## src/rtl/bin2bcd_seq.sv

```systemverilog
// Iterative 14-bit binary to 4-digit packed BCD converter (double dabble, one bit per clock).
// Results for values above 9999 are replaced by an all-E code so the display shows "EEEE".
module bin2bcd_seq (
  input  logic        clk0,
  input  logic        rst,
  input  logic        start,
  input  logic [13:0] bin,
  output logic        busy,
  output logic        done,
  output logic [15:0] bcd,
  output logic        ovf
);

  localparam int              DATA_W   = 14;
  localparam int              BCD_W    = 16;
  localparam int              SREG_W   = DATA_W + BCD_W;
  localparam logic [3:0]      LAST_CNT = 4'(DATA_W - 1);
  localparam logic [13:0]     MAX_VAL  = 14'd9999;
  localparam logic [15:0]     OVF_CODE = 16'hEEEE;

  typedef enum logic {IDLE, SHIFT} state_t;

  state_t              state, state_nxt;
  logic [SREG_W-1:0]   sreg;
  logic [SREG_W-1:0]   sreg_nxt;
  logic [3:0]          cnt;
  logic                ovf_lat;
  logic                accept;
  logic                last;

  function automatic logic [3:0] add3(input logic [3:0] d);
    return (d >= 4'd5) ? d + 4'd3 : d;
  endfunction

  // Correct every BCD nibble first, then shift; nibbles never carry into each other.
  function automatic logic [SREG_W-1:0] dabble_step(input logic [SREG_W-1:0] r);
    logic [SREG_W-1:0] a;
    a = r;
    for (int n = 0; n < 4; n++) begin
      a[DATA_W + 4*n +: 4] = add3(r[DATA_W + 4*n +: 4]);
    end
    return {a[SREG_W-2:0], 1'b0};
  endfunction

  assign accept   = (state == IDLE) && start;
  assign last     = (state == SHIFT) && (cnt == LAST_CNT);
  assign sreg_nxt = dabble_step(sreg);

  always_ff @(posedge clk0 or posedge rst) begin
    if (rst) begin
      state <= IDLE;
    end else begin
      state <= state_nxt;
    end
  end

  always_comb begin
    state_nxt = state;
    case (state)
      IDLE:    if (start) state_nxt = SHIFT;
      SHIFT:   if (cnt == LAST_CNT) state_nxt = IDLE;
      default: state_nxt = IDLE;
    endcase
  end

  always_comb begin
    busy = (state == SHIFT);
  end

  always_ff @(posedge clk0 or posedge rst) begin
    if (rst) begin
      sreg    <= '0;
      cnt     <= '0;
      ovf_lat <= 1'b0;
      done    <= 1'b0;
      bcd     <= '0;
      ovf     <= 1'b0;
    end else begin
      done <= last;
      if (accept) begin
        sreg    <= {{BCD_W{1'b0}}, bin};
        cnt     <= '0;
        ovf_lat <= (bin > MAX_VAL);
      end else if (state == SHIFT) begin
        sreg <= sreg_nxt;
        cnt  <= cnt + 4'd1;
      end
      // Outputs only move on the final shift so the display never sees partial digits.
      if (last) begin
        bcd <= ovf_lat ? OVF_CODE : sreg_nxt[SREG_W-1 -: BCD_W];
        ovf <= ovf_lat;
      end
    end
  end

endmodule
```

## config.mk

```make
export PLATFORM = sky130hd
export DESIGN_NAME = bin2bcd_seq
export DESIGN_NICKNAME = d
export VERILOG_FILES = /design/src/rtl/bin2bcd_seq.sv
export SDC_FILE = /design/constraint.sdc
export NUM_CORES = 1
export LEC_CHECK = 0
export BUFFER_PORTS_ARGS = -buffer_cell sky130_fd_sc_hd__buf_4
export CAP_MARGIN = 20
export CORE_UTILIZATION = 57
export DETAILED_ROUTE_END_ITERATION = 7
export PLACE_DENSITY = 0.79
export SLEW_MARGIN = 20
export SYNTH_ARGS = -nofsm -noshare
export SYNTH_HDL_FRONTEND = slang
export SYNTH_SLANG_ARGS = --single-unit
```

## constraint.sdc

```tcl
create_clock -name clk0 -period 2.25 [get_ports clk0]
set_input_delay 0.5625 -clock clk0 [delete_from_list [all_inputs] [get_ports clk0]]
set_output_delay 0.5625 -clock clk0 [all_outputs]
set_load 0.1 [all_outputs]
```

Word level (Yosys, flattened, before mapping) --
Cells that the tools add are included. Widths: inputs -> output; s select.
Storage, ports and cells: register bits after elaboration 54, bits in latches 0, bits in writable memories 0, bits in read-only memories 0, input bits 17, output and inout port bits 19, memories kept 0
Operators by class: add/sub/neg operators 5, multipliers 0, divide/modulo/power cells 0, magnitude comparators 5, eq/ne operators 1, shifts and indexed selects 0, multiplexer cells 12, bitwise gates (word level) 1, reduce and logical (&&, ||, !) cells 3
Operator list (number):
- $mux 30 | 2
- $mux 4 | 5
- $ge 4x3->1 const B | 4
- $mux 16 | 1
- $gt 14x14->1 const B | 1
- $add 4x2->4 const B | 3
- $add 4x1->4 const B | 1
- $eq 4x4->1 const B | 1
- $add 3x2->3 const B | 1
- $mux 3 | 1
- $logic_and 1x1->1 | 2
- $mux 1 | 2
- $pmux 1 s2 | 1
- $reduce_bool 2->1 | 1
- $not 1->1 | 1

Depth between registers and ports, before layout --
word-level depth 4, depth in mapped cells 7

Worst setup path before layout --
No wires, ideal clock.
path kind reg-to-reg, start point register state, in the netlist busy, end point register bcd[5], data arrival time 1.762 ns, data required time 2.129 ns, path slack 0.367 ns, stages on the path, launching flop included 7, path buffers 2, cell sequence dfrtp_1 buf_4 nand4_4 inv_2 buf_6 nand2_4 o22a_1
On the way: word-level cells in the longest chain between the ends 1
Ends and longest elaborated chain:
- start, declared | line 23 | state_t state, state_nxt;
- start signal, assigned | line 53 | state <= state_nxt;
- $logic_and 1x1->1 | line 46 | assign last = (state == SHIFT) && (cnt == LAST_CNT);
- end signal, assigned | line 90 | bcd <= ovf_lat ? OVF_CODE : sreg_nxt[SREG_W-1 -: BCD_W];
- end, declared | line 10 | output logic [15:0] bcd,
No other way between the ends. A chain may end at the register's enable or synchronous reset.

Final worst setup path --
start point register state, in the netlist busy, end point output busy
RTL lines:
- end, declared | line 8 | output logic busy,
No word-level cell between the ends.

==> impl_metrics.toml <==
[setup_path]
worstSetupStartpointType = "flip-flop"
slowest_stage = "dfrtp_2"
crit_type = "reg -> out"
arrival_ps = 1180
cp_num_buf_inv = 1
critPathTopFamily = "flip-flops"
crit_required_ps = 1690
cp-end-kind = "primary output"
cpPeakStageDelay_ps = 530
cp_max_fo = 11
crit_path_cell_trace = "buf_4"

[cells_and_area]
final_util_pct = 69.1
antennaDiodeCount = 0
areaGrowthSynthToFinish_pct = 15.0
drive_gt1_share_pct = 20.7
final_net_count = 316

[hold_path]
hold_path_class = "in -> async"

[detailed_routing]
ant_nets = 0
avgRoutedWirePerCell_um = 14.4
first_pass_iters = 4
vias = 1934
drt-initial-drc-count = 142
wirelength_um = 4930
vias_per_cell = 5.65
drc_errors = 0

[grt]
grtUsageTotal_pct = 22.2
gr-usage-met2_pct = 37.2
grt_pass1_wl_um = 8580
busiest_layer = "met2"
use_met3_pct = 4.33
antenna_found_initial = 0
grt_pass1_vias = 1883
overflow = 0
grt_max_degree = 41
gr-usage-met1_pct = 29.4

[yosys]
synth_top_area_cell = "dfrtp_1"
synth_cell_types = 30
synth_warnings = 0
ys_seq_area_share_pct = 50.9
syn_nets = 281
ys_seq_elements = 54
synth.avg_cell_area_um2 = 10.4
syn_inst = 254
netlist_area_mm2 = 0.00265
synth_top_cell_area_share_pct = 50.9
synthTopCellsByArea = "dfrtp_1 51%, mux2i_1 8.3%, ha_1 4.7%, o21ai_0 4.2%, nand2_1 3.8%"

[clock_tree]
cts_sinks = 54
clk_pin_slew_ps = 90
cts_buffers = 5
post_cts.repair.setup_buffers = 0
clockBufferDepth = 2
h-tree-depth = 2
clk_latency_ps = 300
cts-root-buf = "clkbuf_8"
cts_tree = "yes"
cts_hold_buf = 0
cts_resized = 0

[floorplanning]
num_rows = 24
io_pins = 36
die_w_um = 70.2
die_h_um = 70.2
coreArea_mm2 = 0.00441
start_util_pct = 60.1
die_area_mm2 = 0.00493

[timing]
slew_viol_final = 0
hold_ws_ps = 229
setup_tns_ps = 0
finalSetupViolations = 0
min_period_over_period_pct = 77.4
worstMarginPinSlew_ps = 565
slew_headroom_pct = 62.2
hold_viol_final = 0
rsz0062_at_grt = "no"
clock-skew-final_ps = 7.37
finalCriticalPeriod_ps = 1740
setup_slack_ps = 509
max_freq_mhz = 574

[placement]
portBuffers = 35
gp_congestion = 0.793
post-place-ws_ps = 620
hpwlAfterDp_um = 3510

[flow_run]
maxCapViolCount = 0

[run_status]
status = "finished, final reports clean"
[stage by stage]
| stage | cells | instance area, um^2 |
|---|---|---|
| 4_1_cts | 342 | 3050 |
| 3_3_place_gp | 334 | 2960 |
| 6_report | 342 | 3050 |
| 2_1_floorplan | 254 | 2650 |
| 3_5_place_dp | 334 | 2960 |
| 5_1_grt | 342 | 3050 |
[kinds of logic (layout without fill, tap and decap cells)]
family	Yosys count	count (layout)	synth area share, %
AND/OR/NAND/NOR	72	72	13.4
AO/OA/AOI/OAI	62	62	14.5
adder cells (fa/ha/maj)	10	10	4.72
XOR/XNOR	5	5	1.65
multiplexers	27	27	10.4
buffers and inverters	24	60	4.39
flip-flops	54	54	50.9
[path summary, 6_finish.rpt]
path	startpoint	to	slack [ps]	depth (start not counted)
setup / recovery	busy	busy	510	1
setup reg to reg	sreg[18]	sreg[20]	620	6
max in group asynchronous	rst	sreg[6]	1490	3
hold / removal	rst	sreg[7]	230	2
hold reg to reg	sreg[9]	sreg[10]	500	2
min in group clk0	sreg[9]	sreg[10]	500	2
[metal layers]
metal / wire length, um / vias up
met4: 61 / 0
li1: - / 956
met1: 2270 / 921
met5: 0 / -
met3: 198 / 7
met2: 2400 / 50
[state kept, by name, indices dropped and copies added (netlist names)]
name / count
busy: 1
sreg: 30
done: 1
bcd: 16
cnt: 4
ovf: 1
ovf_lat: 1
[synthesized netlist by cell type, drive strengths merged]
master	instances
mux2	5
ha	10
nor3b	3
nand3	2
o31ai	3
clkbuf	2
nor3	3
nor4	1
dfrtp	54
xnor2	5
nand2b	15
a32o	4
nand4	1
a31oi	5
o21ai	25
buf	10
nor2b	1
a21o	7
nand2	28
inv	12
a21oi	15
mux2i	22
o22a	3
nor2	18
[final cells by class]
cell class,count,area [um^2]
clock buffers,7,86.3
clock inverters,1,5.00
fillers,343,1360
inverters,12,45.0
multi-input cells,176,1180
flip-flops and latches,54,1350
well taps,52,65.1
repair buffers,40,313
[layout by cell type, fill, tap and decap left out, types with 2 or more instances in the layout]
cell,synthesis,final
mux2i_1,22,22
a21o_1,7,7
o31ai_1,3,3
o21ai_0,22,22
xnor2_1,5,5
nand3_1,2,2
a32o_1,4,4
inv_1,11,10
o21ai_1,3,3
nor3b_1,3,3
dfrtp_1,54,53
a21oi_1,12,12
ha_1,10,10
inv_2,1,2
nor3_1,3,3
buf_4,3,39
mux2_2,5,5
nand2b_1,15,15
a31oi_1,5,5
nand2_1,27,27
a21oi_2,3,3
o22a_1,3,3
nor2_1,18,18
clkbuf_8,0,6
Power is not shown: default switching activity piles up to over one toggle a cycle in this logic, so the estimate is an artifact.
